## src/rtl/dmem_sync.sv

```systemverilog
// Synchronous single-port data memory with byte-lane write masking, valid/ready handshakes,
// a programmable wait-state count and an optional post-reset clear sequence.
module dmem_sync #(
    parameter int unsigned DATA_W         = 32,
    parameter int unsigned ADDR_W         = 5,
    parameter int unsigned LATENCY        = 1,
    parameter bit          CLEAR_ON_RESET = 1'b1
) (
    input  logic                clk,
    input  logic                rst_n,
    input  logic                req_valid,
    output logic                req_ready,
    input  logic                req_we,
    input  logic [ADDR_W-1:0]   req_addr,
    input  logic [DATA_W-1:0]   req_wdata,
    input  logic [DATA_W/8-1:0] req_be,
    output logic                rsp_valid,
    input  logic                rsp_ready,
    output logic [DATA_W-1:0]   rsp_rdata,
    output logic                init_done
);

    localparam int unsigned NB    = DATA_W / 8;
    localparam int unsigned DEPTH = 1 << ADDR_W;
    localparam logic [3:0]  LAT   = 4'(LATENCY);

    typedef enum logic [1:0] {
        StInit,
        StIdle,
        StWait,
        StResp
    } state_e;

    state_e              state;
    logic [ADDR_W-1:0]   clr;
    logic [3:0]          cnt;

    logic                we_q;
    logic [ADDR_W-1:0]   addr_q;
    logic [DATA_W-1:0]   wdata_q;
    logic [NB-1:0]       be_q;

    logic [DATA_W-1:0]   mem [DEPTH];

    logic [DATA_W-1:0]   cur;
    logic [DATA_W-1:0]   merged;
    logic                access;
    logic                mem_we;
    logic [ADDR_W-1:0]   mem_waddr;
    logic [DATA_W-1:0]   mem_wdata;

    assign req_ready = (state == StIdle);
    assign access    = (state == StWait) && (cnt == 4'd0);
    assign cur       = mem[addr_q];

    always_comb begin
        merged = cur;
        for (int i = 0; i < NB; i++) begin
            if (be_q[i]) begin
                merged[8*i +: 8] = wdata_q[8*i +: 8];
            end
        end
    end

    // Reset has priority: a write whose access edge coincides with reset is dropped.
    always_comb begin
        mem_we    = 1'b0;
        mem_waddr = addr_q;
        mem_wdata = merged;
        if (rst_n) begin
            if (state == StInit && CLEAR_ON_RESET) begin
                mem_we    = 1'b1;
                mem_waddr = clr;
                mem_wdata = '0;
            end else if (access && we_q) begin
                mem_we = 1'b1;
            end
        end
    end

    always_ff @(posedge clk) begin
        if (mem_we) begin
            mem[mem_waddr] <= mem_wdata;
        end
    end

    always_ff @(posedge clk) begin
        if (!rst_n) begin
            state     <= StInit;
            clr       <= '0;
            cnt       <= '0;
            rsp_valid <= 1'b0;
            rsp_rdata <= '0;
            init_done <= 1'b0;
            we_q      <= 1'b0;
            addr_q    <= '0;
            wdata_q   <= '0;
            be_q      <= '0;
        end else begin
            case (state)
                StInit: begin
                    clr <= clr + 1'b1;
                    if (!CLEAR_ON_RESET || (&clr)) begin
                        state     <= StIdle;
                        init_done <= 1'b1;
                    end
                end
                StIdle: begin
                    if (req_valid) begin
                        we_q    <= req_we;
                        addr_q  <= req_addr;
                        wdata_q <= req_wdata;
                        be_q    <= req_be;
                        cnt     <= LAT;
                        state   <= StWait;
                    end
                end
                StWait: begin
                    if (cnt != 4'd0) begin
                        cnt <= cnt - 4'd1;
                    end else begin
                        rsp_rdata <= we_q ? merged : cur;
                        rsp_valid <= 1'b1;
                        state     <= StResp;
                    end
                end
                StResp: begin
                    if (rsp_ready) begin
                        rsp_valid <= 1'b0;
                        state     <= StIdle;
                    end
                end
                default: state <= StInit;
            endcase
        end
    end

endmodule

```

## config.mk

```make
export PLATFORM = sky130hd
export DESIGN_NAME = dmem_sync
export DESIGN_NICKNAME = d
export VERILOG_FILES = /design/src/rtl/dmem_sync.sv
export SDC_FILE = /design/constraint.sdc
export NUM_CORES = 1
export LEC_CHECK = 0
export CAP_MARGIN = 20
export CORE_MARGIN = 4
export CORE_UTILIZATION = 56
export DETAILED_ROUTE_END_ITERATION = 8
export PLACE_DENSITY_LB_ADDON = 0.25
export SYNTH_ARGS = -nofsm -noshare
export SYNTH_HDL_FRONTEND = slang
export SYNTH_SLANG_ARGS = --single-unit
```

## constraint.sdc

```tcl
create_clock -name clk -period 3.8 [get_ports clk]
set_input_delay 0.95 -clock clk [delete_from_list [all_inputs] [get_ports clk]]
set_output_delay 0.95 -clock clk [all_outputs]
set_load 0.05 [all_outputs]
```

==> run summary, run 1 <==
SYNTHESIS
--------------------------------------------------------------------------------
Multiplexer share of the synthesized area                                  11.9%
Per-instance average area after synthesis                              16.1 um^2
Syn nets                                                                    2783
Number of synthesis warnings                                                   0
Cell types occupying the most area after synthesis                  sky130_fd_sc_hd__edfxtp_1 70%, sky130_fd_sc_hd__mux2i_1 12%, sky130_fd_sc_hd__dfxtp_1 4.2%
Number of distinct library cells after synthesis                              40
Cell area after technology mapping                                    43900 um^2
Sequential-to-total area share from yosys stat                             74.2%
Main combinational cell family by area after synthesis              multiplexers
Share of synthesized cell area in and, or, nand and nor gates              4.68%
Instance count of the mapped netlist                                        2730
Xor and xnor area share after synthesis                                  0.0997%
Post-synthesis compound-gate area fraction                                 6.77%
Flip-flop and latch count after synthesis                                   1116
Most common flop cell mapped by yosys                               sky130_fd_sc_hd__edfxtp_1
EDFF count, synth                                                           1024
Post-synthesis adder-cell area fraction                                   0.199%
Async S/R FF share, synth                                                     0%
Top cell type's share of synthesized area                                  70.0%
Biggest area consumer among synthesized cells                       sky130_fd_sc_hd__edfxtp_1

STA
--------------------------------------------------------------------------------
Worst path setup slack after routing                                      514 ps
Worst Tran Pin Value                                                     1180 ps
# setup viols final                                                            0
Highest achievable clock rate                                            304 MHz
Unrepaired setup endpoints after global routing                            false
Worst slew slack as a fraction of its limit                                21.4%
Fin crit share                                                             86.5%
Number of endpoints with negative hold slack in the final report               0
Max-slew violations                                                            0
Post-route clock skew                                                    22.2 ps
Min cycle time layout                                                    3290 ps

DIE
--------------------------------------------------------------------------------
Std-Cell Rows                                                                102
Die outline height                                                        288 um
Area of the core                                                      77600 um^2
Top-level port count                                                          81
Die Outline Area                                                      83000 um^2
Horizontal extent of the die                                              288 um
Initial Utilization                                                        56.6%

ROUTE
--------------------------------------------------------------------------------
Antenna Violating Nets Remaining                                               0
Final routed DRC violation total                                               0
Total length of routed wires                                              109 mm
Initial DRT Pass Iterations                                                    8
Number of DRC violations after detailed-routing iteration 0                 2982
Vias                                                                       25.1k
Post-DR vias/cell                                                           6.21
Drt wl/cell                                                              27.0 um

GRT
--------------------------------------------------------------------------------
Via count of the first global-routing pass                                 24.7k
Number of antenna violations at the first check in global routing              0
Global-route wire length before repair                                    160 mm
Largest net degree at the start of global routing                             85
Remaining global-route overflow                                                0
Total GRT Usage                                                            26.1%

PLACE
--------------------------------------------------------------------------------
Routability cong.                                                          0.866
Count of input and output buffers                                             80
Detailed-placement wirelength estimate                                   67.9 mm
Worst-case setup slack after placement                                    298 ps

LAYOUT
--------------------------------------------------------------------------------
Nets                                                                        2959
Final standard cell utilization of the core                                65.1%
Total inserted antenna cells                                                   0
Area growth, synth to finish                                               15.1%
Most frequent cells in the layout                                   1024 x sky130_fd_sc_hd__edfxtp_1, 518 x sky130_fd_sc_hd__mux2i_1, 256 x sky130_fd_sc_hd__nand2_1
Commonest non-fill, non-tap cell in the layout                      sky130_fd_sc_hd__edfxtp_1
Number of filler instances in the final layout                              5351
Fraction of final layout cells sized beyond drive strength 1               11.9%

MIN PATH
--------------------------------------------------------------------------------
Worst Min Path Start                                                 wdata_q[28]
Endpoint with the worst hold slack                                   wdata_q[28]
Hold path depth                                                                2
Worst min path class                                                flip-flop to flip-flop

CLOCKING
--------------------------------------------------------------------------------
TritonCTS clock tree                                                        done
Worst-Skew Late Latency                                                   660 ps
Number of clock sinks                                                       1116
Postcts setup bufs                                                             0
Clock-pin slew on the worst setup and hold paths                           60 ps
Hold buffer count at CTS                                                       0
Root buffer selected by CTS                                         sky130_fd_sc_hd__clkbuf_16
Number of clock buffers inserted by TritonCTS                                110
Clock Tree Buf Depth                                                           3
Post-CTS sizing                                                                0
Htree depth                                                                    3

CRITICAL PATH
--------------------------------------------------------------------------------
Category of the worst setup path capture point                         flip-flop
Setup CP Type                                                       flip-flop to flip-flop
Register-to-register setup slack                                          510 ps
Capturing point of the worst reg2reg path                             mem[3][27]
Crit-path max FO                                                              25
CP startpoint kind                                                     flip-flop
Number of cells traversed by the worst register-to-register path               8
Critical path arrival                                                    3650 ps
Required time at the endpoint of the critical path                       4160 ps
Launching point of the worst reg2reg path                               state[0]

PWR
--------------------------------------------------------------------------------
VDD IR-drop max                                                           434 uV
P_leak                                                                   15.6 nW
Total design power                                                      0.0327 W
Power per unit of standard cell area                                 647 nW/um^2

OUTCOME
--------------------------------------------------------------------------------
Result of the run                                                   complete, no violations

JOB
--------------------------------------------------------------------------------
Max-cap violations                                                             0

## Yosys cell counts (8+ instances only)
cell / instances
sky130_fd_sc_hd__dfxtp_1: 92
sky130_fd_sc_hd__o211ai_1: 24
sky130_fd_sc_hd__buf_2: 18
sky130_fd_sc_hd__buf_6: 22
sky130_fd_sc_hd__mux2i_1: 518
sky130_fd_sc_hd__a22oi_1: 225
sky130_fd_sc_hd__nand2_1: 257
sky130_fd_sc_hd__inv_1: 10
sky130_fd_sc_hd__o22ai_1: 48
sky130_fd_sc_hd__nand4_1: 10
sky130_fd_sc_hd__o21ai_1: 24
sky130_fd_sc_hd__a21boi_0: 42
sky130_fd_sc_hd__and2_1: 8
sky130_fd_sc_hd__a21oi_1: 44
sky130_fd_sc_hd__nor2_1: 74
sky130_fd_sc_hd__buf_1: 17
sky130_fd_sc_hd__a22o_1: 8
sky130_fd_sc_hd__edfxtp_1: 1024
sky130_fd_sc_hd__buf_4: 28
sky130_fd_sc_hd__clkbuf_1: 77
sky130_fd_sc_hd__nand3_1: 110
## layer usage
metal,track usage [%],routed length (um),part of all wire [%],up-vias
met5,0,0,0,-
met4,8.80,3540,3.3,0
met3,3.53,8810,8.1,190
met2,43.0,53300,49,1197
met1,36.3,43200,40,12674
li1,-,-,-,10992
## cell type report
| cell class | count | area (um^2) | area share (%) |
|---|---|---|---|
| clock buffer | 137 | 2910 | 5.75 |
| clock inverter | 65 | 633 | 1.25 |
| inverter | 10 | 37.5 | 0.0743 |
| multi-input combinational | 1441 | 10700 | 21.2 |
| sequential | 1116 | 32600 | 64.5 |
| tap | 1040 | 1300 | 2.58 |
| timing repair buffer | 227 | 2350 | 4.65 |
## per-stage QoR
step	cells	hold slack, ps	setup TNS [ps]	instance area, um^2
finish	4036	493	0	50500
global route	4036	515	0	50500
CTS	4036	490	0	50500
detailed placement	3834	483	0	47000
global placement	3834	478	0	47000
floorplan	2730	457	-6810	43900
## worst max path at each step
stage,start,endpoint,slack [ps],depth (start not counted)
2_1_floorplan,rst_n,mem[0][0],-30,6
3_3_place_gp,rst_n,mem[3][12],350,7
3_5_place_dp,rst_n,mem[3][12],300,7
4_1_cts,state[0],mem[3][11],610,8
5_1_grt,state[0],mem[3][14],430,8
6_report,state[0],mem[3][27],510,8
## flip-flops by register name, summed over array words and instances, names as in the netlist, named ones only
| name | cells |
|---|---|
| be_q | 4 |
| clr | 5 |
| state | 2 |
| mem | 1024 |
| init_done | 1 |
| wdata_q | 32 |
| cnt | 4 |
| we_q | 1 |
| rsp_rdata | 32 |
| rsp_valid | 1 |
| addr_q | 5 |
## critical path: stages (launching register included)
cell	delay, ps
sky130_fd_sc_hd__dfxtp_1	390
sky130_fd_sc_hd__inv_1	90
sky130_fd_sc_hd__ha_1	250
sky130_fd_sc_hd__nand2_1	280
sky130_fd_sc_hd__buf_4	250
sky130_fd_sc_hd__mux2i_1	550
sky130_fd_sc_hd__nand3_1	470
sky130_fd_sc_hd__nor2_4	410
sky130_fd_sc_hd__buf_12	250
## where the power goes
group          total [W]  internal, W  switching, W  leakage, nW
Clock             0.0106      0.00621       0.00440         1.71
Sequential        0.0159       0.0157      0.000221         10.1
Combinational    0.00618      0.00162       0.00456         3.79
## cells by family (layout without fill, tap and decap cells)
kind of cell | count (synthesis) | in the layout
DFF | 1116 | 1116
buffers and inverters | 173 | 439
muxes | 520 | 520
xor gates and xnor gates | 5 | 5
AOI/OAI and AO/OA | 427 | 427
adders and majority gates | 7 | 7
and+or+nand+nor | 482 | 482
No activity file was read; power rests on OpenSTA's default activity.
==> run 2, diff against run 1 <==
Settings changed: CAP_MARGIN 20 to default.
==> results of run 2 <==
The final DEF is identical to that of run 1; final timing and power are the same.
